**src/rtl/gpr_read_unit.sv**
```systemverilog
// -----------------------------------------------------------------------------
// gpr_read_unit
//
// Read side of the SPARC general-purpose register bank. Takes the flattened
// Q outputs of the register array plus the write port currently driving that
// array, and serves two-operand read requests. Each accepted request produces
// one registered response one cycle later. Register 0 always reads as zero, a
// same-cycle write to the addressed register is bypassed to the reader, and
// addresses beyond the bank read as zero.
//
// Ports
//   Clk       system clock, rising edge
//   Clr       asynchronous active-high reset
//   RegQ      register array outputs, register i at RegQ[i*W +: W]
//   WrLe      write strobe into the bank this cycle
//   WrAddr    register being written this cycle
//   WrData    data being written this cycle
//   ReqValid  read request present
//   ReqReady  unit can take a request this cycle
//   RsA/RsB   operand register addresses
//   RspValid  RdA/RdB hold a response
//   RspReady  consumer takes the response this cycle
//   RdA/RdB   operand data
//   RspCount  responses consumed since reset, wraps at 2^CW
//
// Handshake: a transfer happens on a rising Clk edge where valid and ready
// are both 1. The producer holds valid and its payload steady until that
// edge; the consumer may change ready freely. ReqReady depends only on
// RspValid and RspReady, so a request can be taken on the same edge the
// previous response leaves, giving one request per cycle.
// -----------------------------------------------------------------------------
module gpr_read_unit #(
  parameter int NREG = 32,
  parameter int W    = 32,
  parameter int AW   = 5,
  parameter int CW   = 16
) (
  input  logic              Clk,
  input  logic              Clr,
  input  logic [NREG*W-1:0] RegQ,
  input  logic              WrLe,
  input  logic [AW-1:0]     WrAddr,
  input  logic [W-1:0]      WrData,
  input  logic              ReqValid,
  output logic              ReqReady,
  input  logic [AW-1:0]     RsA,
  input  logic [AW-1:0]     RsB,
  output logic              RspValid,
  input  logic              RspReady,
  output logic [W-1:0]      RdA,
  output logic [W-1:0]      RdB,
  output logic [CW-1:0]     RspCount
);

  logic          rsp_valid_q, rsp_valid_d;
  logic [W-1:0]  rd_a_q, rd_a_d;
  logic [W-1:0]  rd_b_q, rd_b_d;
  logic [CW-1:0] rsp_count_q, rsp_count_d;

  logic          accept;
  logic          rsp_taken;
  logic [W-1:0]  sel_a;
  logic [W-1:0]  sel_b;

  // Operand select in priority order: r0, out-of-range, write bypass, array.
  // The array read is a compare-per-entry mux so no index can run past RegQ.
  function automatic logic [W-1:0] sel(
    input logic [AW-1:0]     a,
    input logic [NREG*W-1:0] regq,
    input logic              wr_le,
    input logic [AW-1:0]     wr_addr,
    input logic [W-1:0]      wr_data
  );
    logic [W-1:0] r;
    r = '0;
    if (a == '0) begin
      r = '0;
    end else if (32'(a) >= 32'(NREG)) begin
      r = '0;
    end else if (wr_le && (wr_addr == a)) begin
      r = wr_data;
    end else begin
      for (int i = 0; i < NREG; i++) begin
        if (32'(a) == 32'(i)) begin
          r = regq[i*W +: W];
        end
      end
    end
    return r;
  endfunction

  always_comb begin
    ReqReady    = !rsp_valid_q || RspReady;
    accept      = ReqValid && ReqReady;
    rsp_taken   = rsp_valid_q && RspReady;

    sel_a       = sel(RsA, RegQ, WrLe, WrAddr, WrData);
    sel_b       = sel(RsB, RegQ, WrLe, WrAddr, WrData);

    rsp_valid_d = rsp_valid_q;
    rd_a_d      = rd_a_q;
    rd_b_d      = rd_b_q;

    // A new accept replaces the outgoing response on the same edge; a plain
    // take just drops valid and leaves the data registers as they were.
    if (accept) begin
      rsp_valid_d = 1'b1;
      rd_a_d      = sel_a;
      rd_b_d      = sel_b;
    end else if (rsp_taken) begin
      rsp_valid_d = 1'b0;
    end

    rsp_count_d = rsp_count_q + CW'(rsp_taken);
  end

  always_ff @(posedge Clk or posedge Clr) begin
    if (Clr) begin
      rsp_valid_q <= 1'b0;
      rd_a_q      <= '0;
      rd_b_q      <= '0;
      rsp_count_q <= '0;
    end else begin
      rsp_valid_q <= rsp_valid_d;
      rd_a_q      <= rd_a_d;
      rd_b_q      <= rd_b_d;
      rsp_count_q <= rsp_count_d;
    end
  end

  assign RspValid = rsp_valid_q;
  assign RdA      = rd_a_q;
  assign RdB      = rd_b_q;
  assign RspCount = rsp_count_q;

endmodule

```
**config.mk**
```make
export PLATFORM = sky130hd
export DESIGN_NAME = gpr_read_unit
export DESIGN_NICKNAME = d
export VERILOG_FILES = /design/src/rtl/gpr_read_unit.sv
export SDC_FILE = /design/constraint.sdc
export NUM_CORES = 1
export LEC_CHECK = 0
export ABC_AREA = 1
export BUFFER_PORTS_ARGS = -buffer_cell sky130_fd_sc_hd__buf_2
export CAP_MARGIN = 10
export CORE_AREA = 2 2 456 458
export DETAILED_ROUTE_END_ITERATION = 6
export DIE_AREA = 0 0 458 460
export SYNTH_ARGS = -nofsm -noshare
export SYNTH_HDL_FRONTEND = slang
export SYNTH_SLANG_ARGS = --single-unit
```
**constraint.sdc**
```tcl
create_clock -name Clk -period 2.47 [get_ports Clk]
set_input_delay 0.494 -clock Clk [delete_from_list [all_inputs] [get_ports Clk]]
set_output_delay 0.494 -clock Clk [all_outputs]
set_load 0.01 [all_outputs]
```
* After elaboration in Yosys (flattened, before gate mapping)
Index checks and enable logic that the tools add are counted.
** Storage, ports and cells
- Register bits after elaboration :: 81
- Bits of input ports :: 1076
- Output and inout bits :: 82
- Word-level logic and storage cells :: 146
** Cells by class
- $add $sub $neg :: 1
- Equality and inequality tests :: 64
- Muxes and demuxes :: 68
- Reduce and logical (&&, ||, !) cells :: 9
** Operator list (count)
- 32-bit 2-to-1 mux :: 66
- 5-bit equality test (second input constant) :: 32
- 5-bit by 4-bit equality test with 1-bit output (second input constant) :: 16
- 5-bit by 3-bit equality test with 1-bit output (second input constant) :: 8
- 5-bit by 2-bit equality test with 1-bit output (second input constant) :: 4
- 16-bit by 1-bit adder with 16-bit output :: 1
- 5-bit by 1-bit equality test with 1-bit output (second input constant) :: 2
- 5-bit equality test :: 2
- 5-bit zero test :: 2
- 1-bit logical AND :: 4
- 1-bit 2-to-1 mux :: 2
- 2-bit nonzero test :: 1
- 1-bit zero test :: 1
- 1-bit logical OR :: 1

* Depth between registers and ports, before layout
- Depth after elaboration :: 34
- Gate-level depth with buffers :: 27
- Mapped depth without buffers :: 26

* Least setup slack after synthesis
Ideal clock, no wire load.
- Path kind :: input-to-reg
- From :: in RsA[4]
- To :: reg rd_a_q[7], in the netlist RdA[7]
- Setup time :: 117 ps
- Arrival time :: 2437 ps
- Required time :: 2353 ps
- Setup slack :: -83 ps
- Stages on the path :: 21
- Buffers on the path :: 4
- Cell sequence :: buf_4 inv_2 buf_6 buf_6 nand2_1 clkbuf_1 nor2_1 nor3_1 nand4_1 nor2_1 nand3_1 nand2_1 nand4_1 nor2_1 nand4_1 nand2_1 nand4_1 nand2_1 nand2_1 nand2_1 nand2_1
** On the way
- Longest elaborated chain between the ends :: 34
** Ends and longest elaborated chain
- start, declared :: line 46 : input logic [AW-1:0] RsA,
- 5-bit by 1-bit equality test with 1-bit output :: line 84 : if (32'(a) == 32'(i)) begin
- 32-bit 2-to-1 mux (31 in a row) :: line 84
- 32-bit 2-to-1 mux :: line 80 : end else if (wr_le && (wr_addr == a)) begin
- 32-bit 2-to-1 mux * :: line 76 : if (a == '0) begin
- end signal, assigned :: line 125 : rd_a_q <= rd_a_d;
- end, declared :: line 56 : logic [W-1:0] rd_a_q, rd_a_d;
Every way passes the cells marked *; elsewhere a longest branch is shown, timed or not.
A chain may end at the register's enable or synchronous reset.

* Final worst setup path
- From :: in RsB[1]
- To :: reg rd_b_q[21], in the netlist RdB[21]
** On the way
- Longest elaborated chain between the ends :: 34
** Ends and longest elaborated chain
- start, declared :: line 47 : input logic [AW-1:0] RsB,
- 5-bit by 1-bit equality test with 1-bit output :: line 84
- 32-bit 2-to-1 mux (31 in a row) :: line 84
- 32-bit 2-to-1 mux :: line 80
- 32-bit 2-to-1 mux * :: line 76
- end signal, assigned :: line 126 : rd_b_q <= rd_b_d;
- end, declared :: line 57 : logic [W-1:0] rd_b_q, rd_b_d;
Marks and branches as above.

==> impl_table.tex <==
\begin{tabular}{lr}
\hline
Metric & Value \\
\hline
\multicolumn{2}{l}{\textbf{Outcome}} \\
\quad Outcome & finished with violations \\
\quad Violated checks & DRC, setup timing \\
\multicolumn{2}{l}{\textbf{Floorplanning}} \\
\quad Starting Density & roughly a tenth \\
\quad DIE HEIGHT & between 400 and 500 um \\
\quad Floorplan die area & $\sim$210000 sq um \\
\quad Number of top-level design ports & 1158 \\
\quad Std-Cell Core Area & 206000 sq um \\
\quad Number of core rows & between 150 and 200 \\
\quad Die span in x & around 460 um \\
\multicolumn{2}{l}{\textbf{Global route}} \\
\quad Met2 GRT Util & 39.5\% \\
\quad Global Route Usage Sum & approximately 24\% \\
\quad Largest net degree at the start of global routing & between 60 and 70 \\
\quad Met3 usage in global routing & between 7 and 8\% \\
\quad Vias in the first global route & approximately 37000 \\
\quad Global-route track usage on met1 & a little over a quarter \\
\quad Most heavily used metal layer in global routing & met2 \\
\quad GRT overflow & 0 \\
\quad Number of antenna violations at the first check in global routing & approximately 270 \\
\quad First-pass GRT wire length & 343000 um \\
\multicolumn{2}{l}{\textbf{Clock network}} \\
\quad TritonCTS buffer count & 9 \\
\quad Root Buffer Master & sky130\_fd\_sc\_hd\_\_clkbuf\_16 \\
\quad CTS Hold Bufs & 0 \\
\quad Total number of H-tree levels & 3 \\
\quad Clock latency of the later-clocked register in the worst-skew pair & $\sim$400 ps \\
\quad CTS sink count & $\sim$80 \\
\quad Clk pin slew, worst setup/hold paths & roughly 80 ps \\
\quad Buffer levels on the longest clock path & 2 \\
\quad CTS tree & built \\
\multicolumn{2}{l}{\textbf{Routing}} \\
\quad Mean number of vias per cell & roughly 4.4 \\
\quad Total Wirelength & about 270000 um \\
\quad DRC violations left & 6 \\
\quad Via Count & $\sim$40000 \\
\quad Detailed-router iteration count before antenna repair & 7 \\
\quad DRT antenna net count & 0 \\
\quad Drt first-iter violations & $\sim$4400 \\
\quad Routed wirelength normalized by instance count & slightly below 30 um \\
\multicolumn{2}{l}{\textbf{Layout}} \\
\quad Fillers & approximately 24000 \\
\quad Nets & approximately 7300 \\
\quad Proportion of layout cells with a drive suffix above 1 & 42.3\% \\
\quad Final standard cell area without fillers & about 41000 sq um \\
\quad Final cell count without fillers & approximately 9000 \\
\quad Area Growth Syn to Fin & 95.2\% \\
\multicolumn{2}{l}{\textbf{STA}} \\
\quad Final Hold Vio Count & 0 \\
\quad Final-report max-slew violation count & 0 \\
\quad Minimum period implied by the final worst setup slack & about 3700 ps \\
\quad Share of the clock period used by the worst path & 150\% \\
\quad Final setup violation count & 64 \\
\quad RSZ-0062 raised after global routing & true \\
\quad Maximum clock frequency & $\sim$270 MHz \\
\quad Worst setup slack after layout & -1240 ps \\
\quad Fin Clk Skew & between 10 and 15 ps \\
\quad Relative slew margins & 48.8\% \\
\quad Transition time at the pin with the least slew margin & about 770 ps \\
\multicolumn{2}{l}{\textbf{Synthesis}} \\
\quad Largest family of logic cells by synthesized area & simple AND/OR/NAND/NOR gates \\
\quad XOR/XNOR Fraction of Synth Area & less than 1\% \\
\quad Net count after synthesis & between 5000 and 6000 \\
\quad Yosys cell types & 37 \\
\quad Summed instance area of the synthesized netlist & about 21000 sq um \\
\quad Sequential element share of the synthesized area & 9.74\% \\
\quad Cell count after synthesis & $\sim$4500 \\
\quad Synthesized area per cell & $\sim$4.7 sq um \\
\quad Adder and majority cell fraction of the synthesized area & less than 1\% \\
\quad Synth Register Bits & 81 \\
\quad Area fraction in and, or, nand and nor cells after synthesis & 64.9\% \\
\quad Compound-gate portion of the synthesized area & 9.01\% \\
\quad Yosys warning count & 0 \\
\quad Dominant synthesized flop cell & sky130\_fd\_sc\_hd\_\_dfrtp\_1 \\
\quad Count of flip-flops with a built-in enable after synthesis & 0 \\
\quad Post-synthesis mux area share & 0\% \\
\quad Fraction of synthesis flops using an asynchronous set or reset pin & between 90\% and 100\% \\
\multicolumn{2}{l}{\textbf{Placed design}} \\
\quad Sum of net half-perimeters after detailed placement & about 240000 um \\
\quad Post-detailed-placement cell area & approximately 36000 sq um \\
\quad Number of placed instances with taps included & around 9000 \\
\quad Port bufs & approximately 1100 \\
\quad Final GP Congestion & 1.06 \\
\multicolumn{2}{l}{\textbf{Worst setup path}} \\
\quad Stage delay of the slowest cell on the critical path & 280 ps \\
\quad Required @ worst endpoint & approximately 2800 ps \\
\quad Critical Path End Type & register \\
\quad Most Frequent Cell on Critical Path & sky130\_fd\_sc\_hd\_\_nand4\_1 \\
\quad Worst Path Class, Setup & input pin to register \\
\quad Biggest fanout along the worst timing path & 4 \\
\quad CP arrival & approximately 4000 ps \\
\quad Slowest stage cell, crit path & sky130\_fd\_sc\_hd\_\_nand4\_1 \\
\quad Element type at the critical path start & input pin \\
\multicolumn{2}{l}{\textbf{Hold path}} \\
\quad Class of the tightest hold or removal check & input pin to asynchronous set/reset pin \\
\multicolumn{2}{l}{\textbf{Power and ir drop}} \\
\quad Power per cell area & 273 nW/um\^{}2 \\
\quad VDD IR-drop max & 0.454 mV \\
\quad Static Leakage & 20.5 nW \\
\multicolumn{2}{l}{\textbf{Flow run}} \\
\quad Max capacitance violation total & 0 \\
\hline
\end{tabular}
==> flip-flops by register name, summed over array words and instances, names as in the netlist <==
signal,cells
RspCount,16
RdB,32
RdA,32
RspValid,1
==> synth_stat cells, types with 15 or more instances <==
cell type	number	area [sq um]
sky130_fd_sc_hd__buf_2	33	165
sky130_fd_sc_hd__nor2_1	435	1630
sky130_fd_sc_hd__a21oi_1	226	1130
sky130_fd_sc_hd__or2_2	136	851
sky130_fd_sc_hd__clkbuf_1	171	642
sky130_fd_sc_hd__nor3_1	15	75.1
sky130_fd_sc_hd__dfrtp_1	81	2030
sky130_fd_sc_hd__nand2_1	2005	7530
sky130_fd_sc_hd__nand3_1	171	856
sky130_fd_sc_hd__o21ai_0	124	621
sky130_fd_sc_hd__inv_1	590	2210
sky130_fd_sc_hd__nand4_1	356	2230
==> worst paths after layout <==
path | start | end | slack [ps] | depth (start not counted)
max in group asynchronous | Clr | RspCount[12] | 1590 | 3
setup / recovery | RsB[1] | RdB[21] | -1240 | 26
min in group Clk | RegQ[986] | RdA[26] | 440 | 5
setup reg to reg | RspValid | RspCount[15] | 150 | 11
hold / removal | Clr | RspValid | 220 | 2
hold reg to reg | RdB[24] | RdB[24] | 480 | 2
==> stage by stage <==
step	power (mW)	util, %	hold WS, ps	TNS, ps	setup slack, ps
floorplan	3.79	-	507	-3.17	-3.17
global placement	8.71	17.5	461	-109350	-2240
global route	11.5	19.7	250	-73530	-1320
CTS	10.9	19.0	234	-63110	-1170
finish	11.1	19.7	219	-63080	-1240
detailed placement	8.67	17.5	460	-110100	-2210
==> layer usage <==
layer / vias up / share of wire [%]
met2: 2655 / 45
li1: 17500 / -
met3: 789 / 10
met4: 124 / 7.7
met1: 18300 / 37
met5: - / 0.31
==> report_power, final <==
| part | internal [mW] | switching, mW |
|---|---|---|
| Clock | 0.907 | 0.756 |
| Combinational | 2.84 | 4.66 |
| Sequential | 1.63 | 0.283 |
| Total | 5.38 | 5.70 |
==> repair_timing <==
action                                  4_1_cts  5_1_grt
pin swaps                                   317      455
endpoints found under the setup margin       64       64
setup buffers                                82       45
resized for setup                           577      259
cloned                                        5        3
==> critical path, delay by kind of cell <==
family	cells	cell delay (ps)
simple gates	20	2830
buf+inv	6	660
==> cell families (layout without fill, tap and decap cells) <==
family	Yosys count	count (layout)
XOR/XNOR	15	15
flip-flops	81	81
AND/OR/NAND/NOR	3163	3165
adder cells (fa/ha/maj)	2	2
buffers and inverters	833	2559
AO/OA/AOI/OAI	368	368
other	0	128
==> cells in the final DEF, fill, tap and decap left out, drive strengths merged <==
cell | synthesis | final
a21oi | 226 | 226
a221oi | 5 | 5
ha | 2 | 2
o21ai | 131 | 131
or2 | 150 | 150
clkbuf | 171 | 12
o2111ai | 2 | 2
nand2 | 2008 | 2008
o22ai | 2 | 2
diode | 0 | 128
o211ai | 1 | 1
buf | 52 | 1930
nand3 | 175 | 175
nand4 | 356 | 356
nor2 | 452 | 454
dfrtp | 81 | 81
clkinv | 8 | 11
xnor2 | 5 | 5
inv | 602 | 602
xor2 | 10 | 10
bufinv | 0 | 2
clkinvlp | 0 | 2
o21bai | 1 | 1
nand3b | 5 | 5
nor3 | 17 | 17
==> cell type report <==
cell class | instances | area [sq um] | area share, %
antenna | 128 | 320 | 0.788
clock buffer | 9 | 225 | 0.554
inverter | 610 | 2360 | 5.80
sequential | 81 | 2030 | 4.99
timing repair buffer | 1933 | 14500 | 35.6
clock inverter | 7 | 111 | 0.274
tap | 2704 | 3380 | 8.33
multi-input combinational | 3550 | 17800 | 43.7
Power figures use the tool's default switching activity.
